[src/rtl/juice_dispenser.sv]
// juice_dispenser: turns request edges into timed pump pours or coin bursts, one request queued; outputs registered (action starts 1 cycle after edge).
// `CUP_SENSE_EN adds WAIT_CUP and a pour abort on cup removal; without it cup_present is ignored and cup_error is 0.
module juice_dispenser #(
    parameter int POUR_CYCLES  = 8,
    parameter int CHANGE_COINS = 4,
    parameter int COIN_PULSE   = 2,
    parameter int COIN_GAP     = 2
) (
    input  logic clk,
    input  logic rst,
    input  logic juice_1,
    input  logic juice_2,
    input  logic return_change,
    input  logic cup_present,
    output logic pump_1,
    output logic pump_2,
    output logic coin_out,
    output logic busy,
    output logic done,
    output logic overflow,
    output logic cup_error
);
    localparam int PH_A   = (POUR_CYCLES > COIN_PULSE) ? POUR_CYCLES : COIN_PULSE;
    localparam int PH_MAX = (PH_A > COIN_GAP) ? PH_A : COIN_GAP;
    localparam int PH_W   = (PH_MAX > 1) ? $clog2(PH_MAX + 1) : 1;
    localparam int CN_W   = (CHANGE_COINS > 1) ? $clog2(CHANGE_COINS + 1) : 1;

    localparam logic [PH_W-1:0] POUR_LD = PH_W'(POUR_CYCLES - 1);
    localparam logic [PH_W-1:0] HI_LD   = PH_W'(COIN_PULSE - 1);
    localparam logic [PH_W-1:0] LO_LD   = PH_W'(COIN_GAP - 1);
    localparam logic [CN_W-1:0] COIN_LD = CN_W'(CHANGE_COINS - 1);

    typedef enum logic [1:0] {K_P1 = 2'd0, K_P2 = 2'd1, K_CHG = 2'd2} kind_t;

    typedef enum logic [2:0] {
        S_IDLE, S_POUR, S_COIN_HI, S_COIN_LO, S_DONE
`ifdef CUP_SENSE_EN
        , S_WAIT_CUP
`endif
    } state_t;

    state_t          r_state;
    logic [PH_W-1:0] r_ph_cnt;
    logic [CN_W-1:0] r_coin_cnt;
    logic [2:0]      r_in_q;
    logic            r_pend_vld;
    kind_t           r_pend_kind;
    logic            r_pump_1, r_pump_2, r_coin_out, r_busy, r_done, r_overflow, r_cup_error;
`ifdef CUP_SENSE_EN
    kind_t           r_kind;
`else
    logic            w_unused_cup;
    assign w_unused_cup = cup_present;
`endif

    logic [2:0] w_req;
    logic       w_start_vld, w_pend_vld, w_drop;
    kind_t      w_start_kind, w_pend_kind;

    // bit order of w_req is the priority order: juice_1 first
    assign w_req = {return_change, juice_2, juice_1} & ~r_in_q;

    always_comb begin
        w_start_vld  = 1'b0;
        w_start_kind = r_pend_kind;
        w_pend_vld   = r_pend_vld;
        w_pend_kind  = r_pend_kind;
        w_drop       = 1'b0;
        if (r_state == S_IDLE && r_pend_vld) begin
            w_start_vld = 1'b1;
            w_pend_vld  = 1'b0;
        end
        for (int k = 0; k < 3; k++) begin
            if (w_req[k]) begin
                if (r_state == S_IDLE && !w_start_vld) begin
                    w_start_vld  = 1'b1;
                    w_start_kind = kind_t'(k[1:0]);
                end else if (!w_pend_vld) begin
                    w_pend_vld  = 1'b1;
                    w_pend_kind = kind_t'(k[1:0]);
                end else begin
                    w_drop = 1'b1;
                end
            end
        end
    end

    always_ff @(posedge clk or posedge rst) begin
        if (rst) begin
            r_state     <= S_IDLE;
            r_ph_cnt    <= '0;
            r_coin_cnt  <= '0;
            r_in_q      <= 3'b111;
            r_pend_vld  <= 1'b0;
            r_pend_kind <= K_P1;
            r_pump_1    <= 1'b0;
            r_pump_2    <= 1'b0;
            r_coin_out  <= 1'b0;
            r_busy      <= 1'b0;
            r_done      <= 1'b0;
            r_overflow  <= 1'b0;
            r_cup_error <= 1'b0;
`ifdef CUP_SENSE_EN
            r_kind      <= K_P1;
`endif
        end else begin
            r_in_q      <= {return_change, juice_2, juice_1};
            r_pend_vld  <= w_pend_vld;
            r_pend_kind <= w_pend_kind;
            r_done      <= 1'b0;
            r_cup_error <= 1'b0;
            if (w_drop)
                r_overflow <= 1'b1;
            case (r_state)
                S_IDLE: begin
                    if (w_start_vld) begin
                        r_busy <= 1'b1;
                        if (w_start_kind == K_CHG) begin
                            r_state    <= S_COIN_HI;
                            r_ph_cnt   <= HI_LD;
                            r_coin_cnt <= COIN_LD;
                            r_coin_out <= 1'b1;
                        end else begin
`ifdef CUP_SENSE_EN
                            r_state <= S_WAIT_CUP;
                            r_kind  <= w_start_kind;
`else
                            r_state  <= S_POUR;
                            r_ph_cnt <= POUR_LD;
                            r_pump_1 <= (w_start_kind == K_P1);
                            r_pump_2 <= (w_start_kind == K_P2);
`endif
                        end
                    end
                end
`ifdef CUP_SENSE_EN
                S_WAIT_CUP: begin
                    if (cup_present) begin
                        r_state  <= S_POUR;
                        r_ph_cnt <= POUR_LD;
                        r_pump_1 <= (r_kind == K_P1);
                        r_pump_2 <= (r_kind == K_P2);
                    end
                end
`endif
                S_POUR: begin
`ifdef CUP_SENSE_EN
                    // cup removal wins over a normal finish in the same cycle
                    if (!cup_present) begin
                        r_state     <= S_DONE;
                        r_pump_1    <= 1'b0;
                        r_pump_2    <= 1'b0;
                        r_done      <= 1'b1;
                        r_cup_error <= 1'b1;
                    end else
`endif
                    if (r_ph_cnt == '0) begin
                        r_state  <= S_DONE;
                        r_pump_1 <= 1'b0;
                        r_pump_2 <= 1'b0;
                        r_done   <= 1'b1;
                    end else begin
                        r_ph_cnt <= r_ph_cnt - 1'b1;
                    end
                end
                S_COIN_HI: begin
                    if (r_ph_cnt != '0) begin
                        r_ph_cnt <= r_ph_cnt - 1'b1;
                    end else if (r_coin_cnt == '0) begin
                        r_state    <= S_DONE;
                        r_coin_out <= 1'b0;
                        r_done     <= 1'b1;
                    end else begin
                        r_state    <= S_COIN_LO;
                        r_ph_cnt   <= LO_LD;
                        r_coin_cnt <= r_coin_cnt - 1'b1;
                        r_coin_out <= 1'b0;
                    end
                end
                S_COIN_LO: begin
                    if (r_ph_cnt != '0) begin
                        r_ph_cnt <= r_ph_cnt - 1'b1;
                    end else begin
                        r_state    <= S_COIN_HI;
                        r_ph_cnt   <= HI_LD;
                        r_coin_out <= 1'b1;
                    end
                end
                S_DONE: begin
                    r_state <= S_IDLE;
                    r_busy  <= 1'b0;
                end
                default: begin
                    r_state    <= S_IDLE;
                    r_pump_1   <= 1'b0;
                    r_pump_2   <= 1'b0;
                    r_coin_out <= 1'b0;
                    r_busy     <= 1'b0;
                end
            endcase
        end
    end

    assign pump_1    = r_pump_1;
    assign pump_2    = r_pump_2;
    assign coin_out  = r_coin_out;
    assign busy      = r_busy;
    assign done      = r_done;
    assign overflow  = r_overflow;
    assign cup_error = r_cup_error;
endmodule

[config.mk]
export PLATFORM = sky130hd
export DESIGN_NAME = juice_dispenser
export DESIGN_NICKNAME = d
export VERILOG_FILES = /design/src/rtl/juice_dispenser.sv
export SDC_FILE = /design/constraint.sdc
export NUM_CORES = 1
export LEC_CHECK = 0
export BUFFER_PORTS_ARGS = -buffer_cell sky130_fd_sc_hd__buf_2
export CORE_MARGIN = 2
export CORE_UTILIZATION = 55
export DETAILED_ROUTE_END_ITERATION = 12
export GPL_TIMING_DRIVEN = 1
export PLACE_DENSITY_LB_ADDON = 0.25
export SYNTH_ARGS = -nofsm -noshare
export SYNTH_HDL_FRONTEND = slang
export SYNTH_SLANG_ARGS = --single-unit
[constraint.sdc]
create_clock -name clk -period 5 [get_ports clk]
set_input_delay 0.75 -clock clk [delete_from_list [all_inputs] [get_ports clk]]
set_output_delay 0.75 -clock clk [all_outputs]
set_load 0.02 [all_outputs]
# After elaboration in Yosys (flattened, before gate mapping)
# Cells that the tools add are included.
# word_totals
word_cells	132
out_inout_bits	7
reg_bits	22
# op_classes
n_eq_ne	15
add_sub_neg	2
n_mux	75
reduce_logical	23
bitwise	5
# op_table
cell	n
1-bit 2-to-1 mux	36
2-bit 2-to-1 mux	16
3-bit 2-to-1 mux	10
4-bit 2-to-1 mux	5
4-bit case mux with 4 select lines	1
2-bit inequality test (second input constant)	7
3-bit case mux with 4 select lines	1
4-bit AND reduction	3
5-bit AND reduction	2
4-bit nonzero test	2
3-bit by 2-bit == test with 1-bit output (second input constant)	2
3-bit zero test	2
1-bit case mux with 3 select lines	2
3-bit case mux with 2 select lines	1
3-bit OR reduction	2
1-bit logical AND	4
4-bit zero test	1
1-bit case mux with 2 select lines	2
1-bit case mux with 4 select lines	1
4-bit by 1-bit subtractor with 4-bit output (second input constant)	1
3-bit AND	1
3-bit by 1-bit == test with 1-bit output (second input constant)	1
3-bit == test (second input constant)	1
1-bit zero test	3
11 further kinds	13

# Depth between registers and ports, before layout
# depth
word_depth	19
depth_mapped	7

# Worst setup path before layout
# No wires, ideal clock.
# synth_timing
path_kind	input-to-reg
start	input juice_1
end	register r_ph_cnt[2]
t_arrival_ps	1776
stages	6
t_required_ps	4878
setup_slack_ps	3101
cell_sequence	nor2b_1 -> clkbuf_1 -> nor4_1 -> a21oi_1 -> nand2_1 -> o2bb2ai_1
# synth_between
elab_chain_len	14
# synth_lines
item	line	rtl
from (decl)	11	input logic juice_1,
3-bit AND (*)	61	assign w_req = {return_change, juice_2, juice_1} & ~r_in_q;
1-bit 2-to-1 mux	74	if (w_req[k]) begin
1-bit zero test	75	if (r_state == S_IDLE && !w_start_vld) begin
1-bit logical AND	75	
1-bit 2-to-1 mux	75	
1-bit 2-to-1 mux	74	
1-bit zero test	75	
1-bit logical AND	75	
2-bit 2-to-1 mux	75	
2-bit 2-to-1 mux	74	
2-bit == test	118	if (w_start_kind == K_CHG) begin
3-bit 2-to-1 mux	118	
4-bit 2-to-1 mux	116	if (w_start_vld) begin
4-bit case mux with 4 select lines	114	case (r_state)
to (signal assigned)	163	r_ph_cnt <= r_ph_cnt - 1'b1;
to (signal assigned)	168	r_ph_cnt <= r_ph_cnt - 1'b1;
to (signal assigned)	182	r_ph_cnt <= r_ph_cnt - 1'b1;
to (decl)	43	logic [PH_W-1:0] r_ph_cnt;
# Mark *: on every way between the ends. The rest lies on a longest branch, timed or not. The select of a mux whose other input is x is not followed.
# A chain may end at the register's enable or synchronous reset.

# Final worst setup path
# layout_timing
start	input return_change
end	register r_ph_cnt[0]
# layout_between
elab_chain_len	4
# layout_lines
item	line	rtl
from (decl)	13	input logic return_change,
3-bit AND	61	
1-bit 2-to-1 mux	74	
2-bit inequality test (no line)	--	
4-bit AND reduction (no line)	--	
# Every way passes these cells.

==> run_results.csv <==
group,metric,value,unit
sta,timing_hold_violations_final,0,
cells_and_area,nFillCells,214,
critical_path,worst_setup_path_startpoint,"return_change",
hold_path,hp_class,"reg2reg",
yosys,number_of_synthesized_register_bits,22,
yosys,yosysUniqueCellTypes,48,
hold_path,timing.hold.worst.start,"r_coin_cnt[0]",
critical_path,crit_path_max_fanout,6,
cells_and_area,insertedDiodeCount,0,
cells_and_area,multi_input_area,710.7,sq um
yosys,synth_largest_area_cell,"sky130_fd_sc_hd__dfrtp_1",
clock_tree,clock_insertion_delay_worst_skew,0.31,ns
critical_path,r2r_start,"r_in_q[2]",
route,routed_wire_length_per_instance,14.34,um
route,drc,0,
floorplan,chipWidth,53.48,um
critical_path,critPathCaptureType,"register",
floorplan,core_area,0.002255,sq mm
critical_path,required,5.20,ns
sta,max_slew.worst_pin.slew,0.8314,ns
clock_tree,cts_inserted_buffers,3,
floorplan,die-area,0.002860,sq mm
placed_design,placed_cells_incl_taps,186,
yosys,synth_enable_flop_cells,0,
yosys,yosys-top-cells-area,"sky130_fd_sc_hd__dfrtp_1, sky130_fd_sc_hd__dfstp_2, sky130_fd_sc_hd__nor2_1",
cells_and_area,layout-area-overhead-vs-synth,5.483,%
grt,grt_overflow,0,
sta,max_slew_vio_count,0,
cells_and_area,final_cells,190,
power_and_ir_drop,power.ir.vdd_worst,0.0003199,V
sta,clock_skew,0.003566,ns
yosys,synthesis.area_per_instance,8.575,sq um
route,detail_route.iter0.violations,33,
route,wirelength,2725,um
grt,grt_usage,0.2259,
clock_tree,clock-sinks,22,
yosys,synth_top_cell_area_share,0.3532,
clock_tree,cts_resized,0,
sta,timing.final.ws_setup,2.806,ns
critical_path,timing.reg2reg.setup_slack,2.89,ns
yosys,syn_area,0.001346,sq mm
grt,via_count_of_the_first_global_routing_pass,1126,
power_and_ir_drop,totalPowerFinal,0.0007894,W
critical_path,worst_r2r_path_depth,5,
route,final_antenna_net_count,0,
clock_tree,tritoncts,"yes",
power_and_ir_drop,p_leak,0.6161,nW
sta,timing.slew.headroom,0.4406,
critical_path,arrival,2.40,ns
clock_tree,maximum_clock_path_buffer_count,2,
sta,min_period,2.194,ns
flow_run,max-cap-violations,0,
yosys,synth.yosys.seq_area_share,0.4117,
critical_path,crit_path_start_kind,"input pin",
clock_tree,cts.root.buffer_cell,"sky130_fd_sc_hd__clkbuf_4",
run_status,result_of_the_run,"completed",
cells_and_area,sequential_cell_area,554.3,sq um
placed_design,place.detailed.hpwl,1983,um
sta,timing.final.crit_share,0.4388,
route,detailed_route_via_count,1161,
cells_and_area,drive_above_1_share,0.1235,
hold_path,timing.hold.worst_path_depth,1,
route,drt-pass1-iter-count,4,
power_and_ir_drop,power.density,555.9,mW/mm^2
floorplan,core.rowCount,17,
placed_design,io_buffers,10,
yosys,synth.cells.most_frequent,"sky130_fd_sc_hd__dfrtp_1, sky130_fd_sc_hd__nor2_1, sky130_fd_sc_hd__a21oi_1",
floorplan,initial_utilization,0.5971,
floorplan,die_h,53.48,um
placed_design,preCtsSetupSlack,2.531,ns
cells_and_area,nNetsFinal,173,
critical_path,criticalPathCategory,"in2reg",
grt,grt_pass1_wl,4774,um
yosys,ys_async_sr_fraction,1.000,
clock_tree,path_clk_slew,0.13,ns
yosys,synthCells,157,
clock_tree,post_cts_setup_bufs,0,
sta,setup_violations,0,
placed_design,finalWeightedCongestion,0.8821,
sta,rsz0062_at_grt,"false",
yosys,yosys_most_used_dff,"sky130_fd_sc_hd__dfrtp_1",
sta,totalNegativeSetupSlack,0,ns
clock_tree,cts.htree.levels,1,
grt,number_of_antenna_violations_at_the_first_check_in_global_routing,0,
clock_tree,cts_hold_buffers,0,
route,drt-vias-per-instance,6.111,
grt,maximum_number_of_pins_on_one_net_before_global_route_repair,23,
sta,max_freq,455.8,MHz
floorplan,boundaryPins,13,
yosys,ys_warn_count,0,
yosys,post_synthesis_net_count,167,
## cell families (layout without fill, tap and decap cells)
kind of cell | after synthesis | after routing | synth area share
mux | 2 | 2 | 0.01673
xor+xnor | 1 | 1 | 0.006507
other cells | 1 | 1 | 0.002785
compound gates | 45 | 45 | 0.2175
flops | 22 | 22 | 0.4117
buf+inv | 18 | 23 | 0.06041
fa+ha+maj | 4 | 4 | 0.03718
simple gates | 64 | 64 | 0.2472
## worst max-delay path, stage by stage
cell and delay [ns]:
sky130_fd_sc_hd__buf_2 0.12, sky130_fd_sc_hd__nor2b_1 0.20, sky130_fd_sc_hd__nor4_1 0.74, sky130_fd_sc_hd__a21oi_1 0.29, sky130_fd_sc_hd__nand2_1 0.21, sky130_fd_sc_hd__a21boi_1 0.09
## where the power goes
part	total, W	switching, W	internal [W]
registers	0.000322	0.0000849	0.000238
logic	0.000366	0.000206	0.000160
clock network	0.000101	0.0000562	0.0000444
## registers in the layout (all words and copies together), names as in the netlist
register	flops
r_pend_vld	1
coin_out	1
r_coin_cnt	3
overflow	1
busy	1
done	1
r_pend_kind	2
r_ph_cnt	4
pump_2	1
pump_1	1
r_state	3
r_in_q	3
## through the flow
stage               hold slack (ns)  cell area (sq um)  utilization
floorplan                    0.4445               1346            -
global placement             0.4597               1384       0.6138
detailed placement           0.4623               1384       0.6138
CTS                          0.4895               1420       0.6299
global route                 0.5032               1420       0.6299
finish                       0.4940               1420       0.6299
## layout by cell type (no fill, tap or decap), types with 5 or more instances in the layout
master and n:
sky130_fd_sc_hd__nor2_1 19, sky130_fd_sc_hd__dfrtp_1 19, sky130_fd_sc_hd__a21oi_1 12, sky130_fd_sc_hd__nand2_1 10
sky130_fd_sc_hd__buf_2 10, sky130_fd_sc_hd__inv_1 9, sky130_fd_sc_hd__nor3_1 8, sky130_fd_sc_hd__nor3b_1 5
sky130_fd_sc_hd__nor2b_1 5
## path summary, 6_finish.rpt
kind / endpoint
max reg2reg: r_ph_cnt[0]
max in group asynchronous: r_state[0]
min: r_coin_cnt[0]
max: r_ph_cnt[0]
min in group asynchronous: r_pend_vld
min reg2reg: r_coin_cnt[0]
## final cells by class
| class | instances | share of cell area |
|---|---|---|
| Multi-Input combinational cell | 117 | 0.5004 |
| Clock buffer | 4 | 0.02555 |
| Tap cell | 28 | 0.02467 |
| Inverter | 9 | 0.02379 |
| Sequential cell | 22 | 0.3903 |
| Timing Repair Buffer | 10 | 0.03524 |
## layer usage
| layer | share of wire | up-vias | global-route usage |
|---|---|---|---|
| met3 | 0.029 | 2 | 0.02542 |
| met5 | 0 | - | 0 |
| li1 | - | 571 | - |
| met2 | 0.48 | 19 | 0.3724 |
| met4 | 0.0033 | 0 | 0.06838 |
| met1 | 0.49 | 569 | 0.3074 |
(Power assumes the default switching activity.)
